===== src/rtl/lcd_pkg.sv =====
// Shared types and constants for the LCD message scheduler: message codes,
// FSM states and the counter-width helper.
package lcd_pkg;

    localparam logic [3:0] MSG_WELCOME     = 4'd0;
    localparam logic [3:0] MSG_INSERT_COIN = 4'd1;
    localparam logic [3:0] MSG_INSERTED    = 4'd2;
    localparam logic [3:0] MSG_SELECT      = 4'd3;
    localparam logic [3:0] MSG_PROD1       = 4'd4;
    localparam logic [3:0] MSG_PROD2       = 4'd5;
    localparam logic [3:0] MSG_PROD3       = 4'd6;
    localparam logic [3:0] MSG_PROD4       = 4'd7;
    localparam logic [3:0] MSG_PROD5       = 4'd8;
    localparam logic [3:0] MSG_PROD6       = 4'd9;
    localparam logic [3:0] MSG_PRESS_A     = 4'd10;
    localparam logic [3:0] MSG_SELECTED    = 4'd11;
    localparam logic [3:0] MSG_WAIT        = 4'd12;
    localparam logic [3:0] MSG_TAKE        = 4'd13;
    localparam logic [3:0] MSG_TAKEN       = 4'd14;
    localparam logic [3:0] MSG_SEE_YOU     = 4'd15;

    typedef enum logic [1:0] {
        IDLE = 2'd0,
        HOLD = 2'd1,
        SHOW = 2'd2
    } sched_state_e;

    // Width able to hold the larger of the two cycle limits without wrapping.
    function automatic int cnt_width(input int a, input int b);
        return $clog2(((a > b) ? a : b) + 1);
    endfunction

endpackage


===== src/rtl/lcd_msg_scheduler_if.sv =====
// Requester-side bus of the LCD message scheduler: level requests with their
// message codes in, grant pulse and LCD message-select out.
interface lcd_msg_scheduler_if #(
    parameter int N_REQ = 4
);
    logic [N_REQ-1:0]   req;
    logic [4*N_REQ-1:0] req_msg;
    logic [N_REQ-1:0]   grant;
    logic [3:0]         edo_lcd;
    logic               busy;
    logic               msg_changed;

    modport master (
        output req, req_msg,
        input  grant, edo_lcd, busy, msg_changed
    );

    modport slave (
        input  req, req_msg,
        output grant, edo_lcd, busy, msg_changed
    );
endinterface


===== src/rtl/lcd_msg_scheduler_rr_arbiter.sv =====
// Combinational round-robin arbiter: picks the first asserted request at or
// after ptr, wrapping modulo N_REQ.
module rr_arbiter #(
    parameter  int N_REQ = 4,
    localparam int PTR_W = $clog2(N_REQ)
) (
    input  logic [N_REQ-1:0] req,
    input  logic [PTR_W-1:0] ptr,
    output logic [N_REQ-1:0] gnt,
    output logic [PTR_W-1:0] idx,
    output logic             valid
);

    function automatic int rot(input int p, input int i);
        return (p + i) % N_REQ;
    endfunction

    // Scanning from the far end lets the candidate nearest ptr overwrite the rest.
    always_comb begin
        // NOTE: every output gets a default before any conditional assignment,
        // otherwise synthesis infers a latch for the unassigned paths.
        idx   = '0;
        gnt   = '0;
        valid = |req;
        for (int i = N_REQ - 1; i >= 0; i--) begin
            if (req[rot(int'(ptr), i)]) idx = PTR_W'(rot(int'(ptr), i));
        end
        if (valid) gnt[idx] = 1'b1;
    end

endmodule


===== src/rtl/lcd_msg_scheduler.sv =====
// Arbitrates message requests onto the LCD message-select code with a minimum
// hold time and an inactivity revert. Optional macro: LCD_SCHED_PREEMPT_EN.
module lcd_msg_scheduler
    import lcd_pkg::*;
#(
    parameter int         N_REQ       = 4,
    parameter int         HOLD_CYC    = 50000000,
    parameter int         IDLE_TO_CYC = 500000000,
    parameter logic [3:0] DEFAULT_MSG = MSG_WELCOME
) (
    input  logic                clk,
    input  logic                rst_n,
    lcd_msg_scheduler_if.slave  bus
);

    localparam int PTR_W = $clog2(N_REQ);
    localparam int CNT_W = cnt_width(HOLD_CYC, IDLE_TO_CYC);
    localparam logic [CNT_W-1:0] HOLD_LOAD = CNT_W'(HOLD_CYC - 1);
    localparam logic [CNT_W-1:0] IDLE_LAST = CNT_W'(IDLE_TO_CYC - 1);
    localparam logic [PTR_W-1:0] PTR_LAST  = PTR_W'(N_REQ - 1);

    sched_state_e     state_q, state_d;
    logic [PTR_W-1:0] ptr_q, ptr_d;
    logic [CNT_W-1:0] hold_cnt_q, hold_cnt_d;
    logic [CNT_W-1:0] idle_cnt_q, idle_cnt_d;
    logic [N_REQ-1:0] grant_q, grant_d;
    logic [3:0]       edo_q, edo_d;
    logic             msg_changed_q, msg_changed_d;

    logic [N_REQ-1:0] arb_gnt;
    logic [PTR_W-1:0] arb_idx;
    logic             arb_valid;

    logic             urgent;
    logic             win_valid;
    logic [PTR_W-1:0] win_idx;
    logic [N_REQ-1:0] win_gnt;
    logic [3:0]       win_msg;
    logic             do_grant;

    rr_arbiter #(.N_REQ(N_REQ)) u_arb (
        .req   (bus.req),
        .ptr   (ptr_q),
        .gnt   (arb_gnt),
        .idx   (arb_idx),
        .valid (arb_valid)
    );

`ifdef LCD_SCHED_PREEMPT_EN
    assign urgent = bus.req[0];
`else
    assign urgent = 1'b0;
`endif

    assign win_valid = urgent | arb_valid;
    assign win_idx   = urgent ? '0 : arb_idx;
    assign win_gnt   = urgent ? {{(N_REQ-1){1'b0}}, 1'b1} : arb_gnt;
    assign win_msg   = bus.req_msg[{win_idx, 2'b00} +: 4];

    always_comb begin
        state_d    = state_q;
        ptr_d      = ptr_q;
        hold_cnt_d = hold_cnt_q;
        idle_cnt_d = idle_cnt_q;
        grant_d    = '0;
        edo_d      = edo_q;
        do_grant   = 1'b0;

        unique case (state_q)
            IDLE: do_grant = win_valid;
            HOLD: begin
                if (urgent) begin
                    do_grant = 1'b1;
                end else if (hold_cnt_q == '0) begin
                    state_d    = SHOW;
                    idle_cnt_d = '0;
                end else begin
                    hold_cnt_d = hold_cnt_q - 1'b1;
                end
            end
            SHOW: begin
                // A request in the timeout cycle wins over the revert.
                if (win_valid) begin
                    do_grant = 1'b1;
                end else if (idle_cnt_q >= IDLE_LAST) begin
                    state_d    = IDLE;
                    edo_d      = DEFAULT_MSG;
                    idle_cnt_d = '0;
                end else begin
                    idle_cnt_d = idle_cnt_q + 1'b1;
                end
            end
            default: state_d = IDLE;
        endcase

        if (do_grant) begin
            grant_d    = win_gnt;
            edo_d      = win_msg;
            state_d    = HOLD;
            hold_cnt_d = HOLD_LOAD;
            idle_cnt_d = '0;
            // Urgent grants leave the rotation where it was.
            if (!urgent) ptr_d = (win_idx == PTR_LAST) ? '0 : win_idx + 1'b1;
        end

        msg_changed_d = (edo_d != edo_q);
    end

    always_ff @(posedge clk or negedge rst_n) begin
        // NOTE: state flops use non-blocking assignment so every flop samples
        // the pre-edge values regardless of statement order.
        if (!rst_n) begin
            state_q       <= IDLE;
            ptr_q         <= '0;
            hold_cnt_q    <= '0;
            idle_cnt_q    <= '0;
            grant_q       <= '0;
            edo_q         <= DEFAULT_MSG;
            msg_changed_q <= 1'b0;
        end else begin
            state_q       <= state_d;
            ptr_q         <= ptr_d;
            hold_cnt_q    <= hold_cnt_d;
            idle_cnt_q    <= idle_cnt_d;
            grant_q       <= grant_d;
            edo_q         <= edo_d;
            msg_changed_q <= msg_changed_d;
        end
    end

    assign bus.grant       = grant_q;
    assign bus.edo_lcd     = edo_q;
    assign bus.busy        = (state_q == HOLD);
    assign bus.msg_changed = msg_changed_q;

endmodule


===== src/flat_wrapper.sv =====
// flat-port wrapper written by rule: the top's interface ports become plain ports
module lcd_msg_scheduler_flat import lcd_pkg::*;
#(
    parameter int         N_REQ       = 4,
    parameter int         HOLD_CYC    = 50000000,
    parameter int         IDLE_TO_CYC = 500000000,
    parameter logic [3:0] DEFAULT_MSG = MSG_WELCOME
)
  (clk, rst_n, bus_req, bus_req_msg, bus_grant, bus_edo_lcd, bus_busy, bus_msg_changed);
  lcd_msg_scheduler_if #(.N_REQ(N_REQ)) bus_i ();
  input  logic clk;
  input  logic rst_n;
  input wire logic [$bits(bus_i.req)-1:0] bus_req;
  input wire logic [$bits(bus_i.req_msg)-1:0] bus_req_msg;
  output wire logic [$bits(bus_i.grant)-1:0] bus_grant;
  output wire logic [$bits(bus_i.edo_lcd)-1:0] bus_edo_lcd;
  output wire logic [$bits(bus_i.busy)-1:0] bus_busy;
  output wire logic [$bits(bus_i.msg_changed)-1:0] bus_msg_changed;
  assign bus_i.req = bus_req;
  assign bus_i.req_msg = bus_req_msg;
  assign bus_grant = bus_i.grant;
  assign bus_edo_lcd = bus_i.edo_lcd;
  assign bus_busy = bus_i.busy;
  assign bus_msg_changed = bus_i.msg_changed;
  lcd_msg_scheduler #(.N_REQ(N_REQ), .HOLD_CYC(HOLD_CYC), .IDLE_TO_CYC(IDLE_TO_CYC), .DEFAULT_MSG(DEFAULT_MSG)) u_core (.clk(clk), .rst_n(rst_n), .bus(bus_i));
endmodule

===== config.mk =====
export PLATFORM = sky130hd
export DESIGN_NAME = lcd_msg_scheduler_flat
export DESIGN_NICKNAME = d
export VERILOG_FILES = /design/src/rtl/lcd_pkg.sv /design/src/rtl/lcd_msg_scheduler_if.sv /design/src/rtl/lcd_msg_scheduler_rr_arbiter.sv /design/src/rtl/lcd_msg_scheduler.sv /design/src/flat_wrapper.sv
export SDC_FILE = /design/constraint.sdc
export NUM_CORES = 1
export LEC_CHECK = 0
export CAP_MARGIN = 20
export CORE_MARGIN = 3
export CORE_UTILIZATION = 55
export DETAILED_ROUTE_END_ITERATION = 8
export PLACE_DENSITY = 0.76
export SETUP_SLACK_MARGIN = 0.05
export SLEW_MARGIN = 25
export SYNTH_ARGS = -nofsm -noshare
export SYNTH_HDL_FRONTEND = slang
export SYNTH_SLANG_ARGS = --single-unit

===== constraint.sdc =====
create_clock -name clk -period 4.8 [get_ports clk]
set_input_delay 0.96 -clock clk [delete_from_list [all_inputs] [get_ports clk]]
set_output_delay 0.96 -clock clk [all_outputs]
set_load 0.05 [all_outputs]

; Yosys cells after proc, flatten, opt, wreduce, memory -nomap -nowiden
; Cells that the tools add are included.
[classes]
order_cmp = 7
mux = 39
n_eq_ne = 9
n_reduce_logical = 12
addsub = 6
bitwise = 3
shifts = 1
[ops]
columns = operator, n
row1 = 29-bit 2-to-1 mux, 7
row2 = 29-bit case mux with 2 select lines, 1
row3 = "29-bit by 1-bit adder with 29-bit output, second input constant", 1
row4 = "29-bit greater-or-equal comparator, second input constant", 1
row5 = 29-bit zero test, 1
row6 = "29-bit by 1-bit subtractor with 29-bit output, second input constant", 1
row7 = 4-bit 2-to-1 mux, 6
row8 = 2-bit 2-to-1 mux, 9
row9 = 16-bit by 5-bit variable part select with 4-bit output, 1
row10 = "3-bit by 4-bit < comparator with 1-bit output, second input constant", 3
row11 = 1-bit 2-to-1 mux, 9
row12 = 1-bit binary-select mux with 2-bit select, 4
row13 = "2-bit by 3-bit < comparator with 1-bit output, second input constant", 2
row14 = "3-bit by 1-bit != test with 1-bit output, second input constant", 2
row15 = 2-bit case mux with 3 select lines, 1
row16 = 2-bit OR reduction, 3
row17 = "2-bit by 1-bit adder with 2-bit output, second input constant", 2
row18 = "2-bit adder, second input constant", 2
row19 = "2-bit == test, second input constant", 2
row20 = "2-bit by 1-bit != test with 1-bit output, second input constant", 2
row21 = 4-bit != test, 1
row22 = 4-bit AND reduction, 1
row23 = 4-bit OR reduction, 1
row24 = "1-bit AND, first input constant", 3
row25 = other kinds (11), 11
[totals]
inputBits = 22
regBits = 71
out_inout_bits = 10
elab_cells = 84

; Depth between registers and ports, before layout
[logic_depth]
word_depth = 16
ltp_mapped = 10
ltp_nobuf = 9

; Modules after synthesis
; From an unflattened synthesis, not the netlist that was laid out.
[unflattened]
hier_cells = 447
hier_area_um2 = 4072.7
[modules_own_cells]
columns = module, seq_area_each_um2, instances, area_per_inst_um2, cells_each
row1 = lcd_msg_scheduler, 1776.7, 1, 3861.2, 414
row2 = rr_arbiter, 0.0, 1, 211.5, 33

; Worst setup path after synthesis
; No wires, ideal clock.
[synth_path]
path_kind = input -> register
from = in bus_req[0]
to = reg u_core.msg_changed_q, in the netlist u_core.bus.msg_changed
path_buffers = 1
setup_slack_ns = 2.057
setup_time_ns = 0.121
arrival_time_ns = 2.622
t_required_ns = 4.679
path_stages = 9
path_cell_list = a21oi_1 o21a_1 o22a_1 clkbuf_1 inv_1 a211oi_1 a211oi_1 a2111o_1 a22o_1
[synth_between]
elab_chain_len = 10
elab_cells_between_ends = 23
classes_between = eq/ne (1) / shift (1) / mux (20) / reduce/logical (1)
[synth_rtl]
columns = element, line_no
row1 = from (decl), flat_wrapper.sv:13  ; input wire logic [$bits(bus_i.req)-1:0] bus_req;
row2 = 1-bit binary-select mux with 2-bit select, lcd_msg_scheduler_rr_arbiter.sv:26  ; if (req[rot(int'(ptr), i)]) idx = PTR_W'(rot(int'(ptr), i));
row3 = 1-bit 2-to-1 mux (not written as such) (2 in a row), lcd_msg_scheduler_rr_arbiter.sv:26
row4 = 2-bit 2-to-1 mux (4 in a row), lcd_msg_scheduler_rr_arbiter.sv:26
row5 = 16-bit by 5-bit variable part select with 4-bit output, lcd_msg_scheduler.sv:58  ; assign win_msg = bus.req_msg[{win_idx, 2'b00} +: 4];
row6 = 4-bit 2-to-1 mux *, lcd_msg_scheduler.sv:96  ; if (do_grant) begin
row7 = 4-bit != test *, lcd_msg_scheduler.sv:106  ; msg_changed_d = (edo_d != edo_q);
row8 = via u_core.msg_changed_d, lcd_msg_scheduler.sv:28  ; logic msg_changed_q, msg_changed_d;
row9 = to (signal assigned), lcd_msg_scheduler.sv:127  ; msg_changed_q <= msg_changed_d;
row10 = to (decl), lcd_msg_scheduler.sv:28
; Mark *: on every way through the listed nets, which the timed path passes. The rest lies on a longest branch. The select of a mux whose other input is x is not followed.
; A chain may end at the register's enable or synchronous reset.

; Worst setup path in the final report
[layout_path]
from = in bus_req[1]
to = reg u_core.idle_cnt_q[10]
[layout_between]
elab_chain_len = 5
elab_cells_between_ends = 8
classes_between = eq/ne (2) / mux (3) / reduce/logical (3)
[layout_rtl]
columns = element, line_no
row1 = 4-bit OR reduction *, lcd_msg_scheduler_rr_arbiter.sv:24  ; valid = |req;
row2 = 1-bit 2-to-1 mux, lcd_msg_scheduler.sv:83  ; if (win_valid) begin
row3 = 1-bit case mux with 2 select lines, lcd_msg_scheduler.sv:69  ; unique case (state_q)
row4 = "3-bit != test (no line), or another cell as far along", -
row5 = 3-bit AND reduction (no line), -
row6 = to (signal assigned), lcd_msg_scheduler.sv:124  ; idle_cnt_q <= idle_cnt_d;
row7 = to (decl), lcd_msg_scheduler.sv:25  ; logic [CNT_W-1:0] idle_cnt_q, idle_cnt_d;
; Mark *: on every way between the ends. The rest lies on a longest branch, timed or not.

==> flow_metrics.py <==
metrics = {
    "run_status": {
        "outcome": "completed",
    },
    "clocking": {
        "clk_pin_slew_ps": 70,
        "cts_num_sinks": 71,
        "cts_hold_buf": 0,
        "cts_tree": "built",
        "cts_resized": 0,
        "numCtsBuffers": 9,
        "post_cts_buffers": 0,
        "htree_levels": 3,
        "clockBufferDepth": 2,
        "root_buffer": "clkbuf_8",
        "worst_skew_pair.late_latency_ps": 350,
    },
    "floorplanning": {
        "die_w_um": 91.9,
        "fp.dieH_um": 91.9,
        "row_count": 30,
        "core-area_um2": 6980,
        "die_area_um2": 8440,
        "start_util": 0.581,
        "num_io_pins": 32,
    },
    "synthesis": {
        "synthXorXnorAreaFrac": 0.0712,
        "synth_mux_area_frac": 0.0136,
        "synth_compound_area_frac": 0.177,
        "yosys.area_share.simple": 0.247,
        "yosysWarnings": 0,
        "ys_async_sr_fraction": 1.00,
        "synthCells": 457,
        "synth.distinct_cells": 53,
        "yosys_most_used_dff": "dfrtp_1",
        "synth-edff-count": 0,
        "synth_area_um2": 4060,
        "ys_seq_area_frac": 0.438,
        "avgSynthCellArea_um2": 8.88,
        "synth_fa_ha_area_frac": 0.0278,
        "ys_seq_elements": 71,
        "synth_top_family_by_area": "simple AND/OR/NAND/NOR gates",
        "synth_nets": 488,
    },
    "layout": {
        "fillCellCount": 574,
        "syn_to_final_growth_pct": 15.1,
        "diodes": 0,
        "final_common_cell": "dfrtp_1",
        "fin_nets": 520,
        "multi_input_area_um2": 2200,
        "final_cell_mix": "71 x dfrtp_1, 64 x nand2_1, 45 x nor2_1",
        "regArea_um2": 1780,
        "drive_gt1_frac": 0.0668,
    },
    "routing": {
        "drc_errors": 0,
        "avgRoutedWirePerCell_um": 14.7,
        "drtAntennaViolNets": 0,
        "route.vias.total": 3460,
        "drt-pass1-iter-count": 5,
        "post_drt_via_cell_ratio": 5.86,
        "drt_iter0_markers": 234,
        "totalWireLength_um": 8660,
    },
    "sta": {
        "fmax_mhz": 293,
        "slew_violations": 0,
        "postLayoutSetupSlackWorst_ps": 1390,
        "tns_ps": 0,
        "rsz0062_at_grt": "false",
        "relSlewSlack": 0.405,
        "setup_viol": 0,
        "finalHoldViolCount": 0,
        "finalCritPeriodShare": 0.710,
        "clock_skew_ps": 12.3,
        "worst_pin_slew_ps": 892,
        "min_period_ps": 3410,
    },
    "setup_path": {
        "slowest_stage": "nor4_1",
        "critPathKind": "input pin to register",
        "worstPathMaxFanout": 25,
        "worstSetupStartpointType": "input pin",
        "arrival_ps": 3640,
        "path_common_cell": "nand2_1",
        "crit_required_ps": 5030,
        "critPathMaxStageDelay_ps": 690,
        "crit_chain": "clkdlybuf4s50_1 > nor4_1 > nand2_1 > a21o_1 > a31o_2 > inv_1 > nand2_1 > o41ai_1",
        "setup.worst_path.end_class": "register",
    },
    "global_routing": {
        "grtUsageTotal": 0.223,
        "grt_start_max_net_pins": 72,
        "antenna_found_initial": 0,
        "gr-total-overflow": 0,
        "grt_pass1_wl_um": 15400,
        "grt_pass1_vias": 3262,
    },
    "run": {
        "cap_violations": 0,
    },
    "pwr": {
        "p_leak_nw": 1.87,
        "ir_drop_mv": 0.218,
        "powerDensity_nw_per_um2": 441,
    },
    "hold_path": {
        "hp-class": "register to register",
    },
    "placed_design": {
        "post-place-ws_ps": 995,
        "gp_congestion": 0.838,
        "place_hpwl_um": 6090,
        "io_buffer_count": 31,
    },
}
[cell type report]
cell class / instances / area share
tap: 96 / 0.0257
clock inverter: 5 / 0.0123
sequential: 71 / 0.380
multi-input combinational: 360 / 0.471
timing repair buffer: 34 / 0.0702
inverter: 13 / 0.0104
clock buffer: 11 / 0.0303
[per-layer routing]
layer | vias to the layer above | track usage | part of all wire
li1 | 1697 | - | -
met1 | 1661 | 0.301 | 0.47
met2 | 82 | 0.350 | 0.47
met3 | 20 | 0.0533 | 0.044
met4 | 0 | 0.0804 | 0.020
met5 | - | 0 | 0
[state kept, by name, summed over array words and instances, names as in the netlist]
name	flops
u_core.bus.grant	4
u_core.ptr_q	2
u_core.state_q	2
u_core.bus.msg_changed	1
u_core.hold_cnt_q	29
u_core.idle_cnt_q	29
u_core.bus.edo_lcd	4
[per-stage QoR]
stage / utilization / hold WS [ps] / instances / power, mW / area (um2)
detailed placement: 0.639 / 494 / 574 / 1.58 / 4460
CTS: 0.667 / 511 / 590 / 2.07 / 4660
global placement: 0.639 / 479 / 574 / 1.57 / 4460
floorplan: - / 460 / 457 / 1.32 / 4060
global route: 0.669 / 531 / 590 / 2.19 / 4670
finish: 0.669 / 506 / 590 / 2.06 / 4670
[critical path: cells and delay by family]
family,cells,cell delay [ps]
AO/OA/AOI/OAI,3,960
buffers and inverters,2,610
AND/OR/NAND/NOR,3,1100
[cells in the mapped netlist, types with 2 or more instances]
cell type	n	area, um2
o21ai_1	2	10.0
nand2b_1	2	12.5
or3_1	7	43.8
inv_1	13	48.8
and2_1	6	37.5
a21boi_0	2	15.0
xor2_1	17	149
nor2b_1	8	50.1
and3_1	11	68.8
o21ai_0	35	175
nand3b_1	7	52.6
nor3_1	7	35.0
a21oi_1	18	90.1
nand3_1	26	130
mux2_2	4	45.0
a31oi_1	10	62.6
nor4_1	6	37.5
o22a_1	2	17.5
nand4b_1	2	17.5
o41ai_1	4	35.0
nor2_1	45	169
a22oi_1	2	15.0
buf_2	3	15.0
a21o_1	3	22.5
dfrtp_1	71	1780
xnor2_1	16	140
nand4_1	3	18.8
nand2_1	64	240
a211oi_1	7	52.6
ha_1	9	113
o31ai_1	13	97.6
or4_1	2	15.0
clkbuf_1	10	37.5
[where the power goes]
group	internal, mW	switching [mW]
sequential	0.661	0.0546
clock	0.253	0.226
combinational	0.285	0.580
total	1.20	0.861
[final timing paths]
| check | endpoint | cells after the start | slack [ps] | from |
|---|---|---|---|---|
| setup / recovery | u_core.idle_cnt_q[10]$_DFFE_PN0P_ | 8 | 1390 | bus_req[1] |
| hold / removal | u_core.idle_cnt_q[28]$_DFFE_PN0P_ | 2 | 510 | u_core.idle_cnt_q[28]$_DFFE_PN0P_ |
| setup reg to reg | u_core.idle_cnt_q[14]$_DFFE_PN0P_ | 7 | 1910 | u_core.hold_cnt_q[13]$_DFFE_PN0P_ |
| hold reg to reg | u_core.idle_cnt_q[28]$_DFFE_PN0P_ | 2 | 510 | u_core.idle_cnt_q[28]$_DFFE_PN0P_ |
| max in group asynchronous | u_core.hold_cnt_q[22]$_DFFE_PN0P_ | 2 | 3400 | rst_n |
| min in group asynchronous | u_core.bus.grant[2]$_DFF_PN0_ | 2 | 810 | rst_n |
[cells by family after synthesis]
group,Yosys count
simple gates,203
compound gates,110
flops,71
xor+xnor,33
buf+inv,26
fa+ha+maj,9
mux,5
Power figures use the tool's default switching activity.
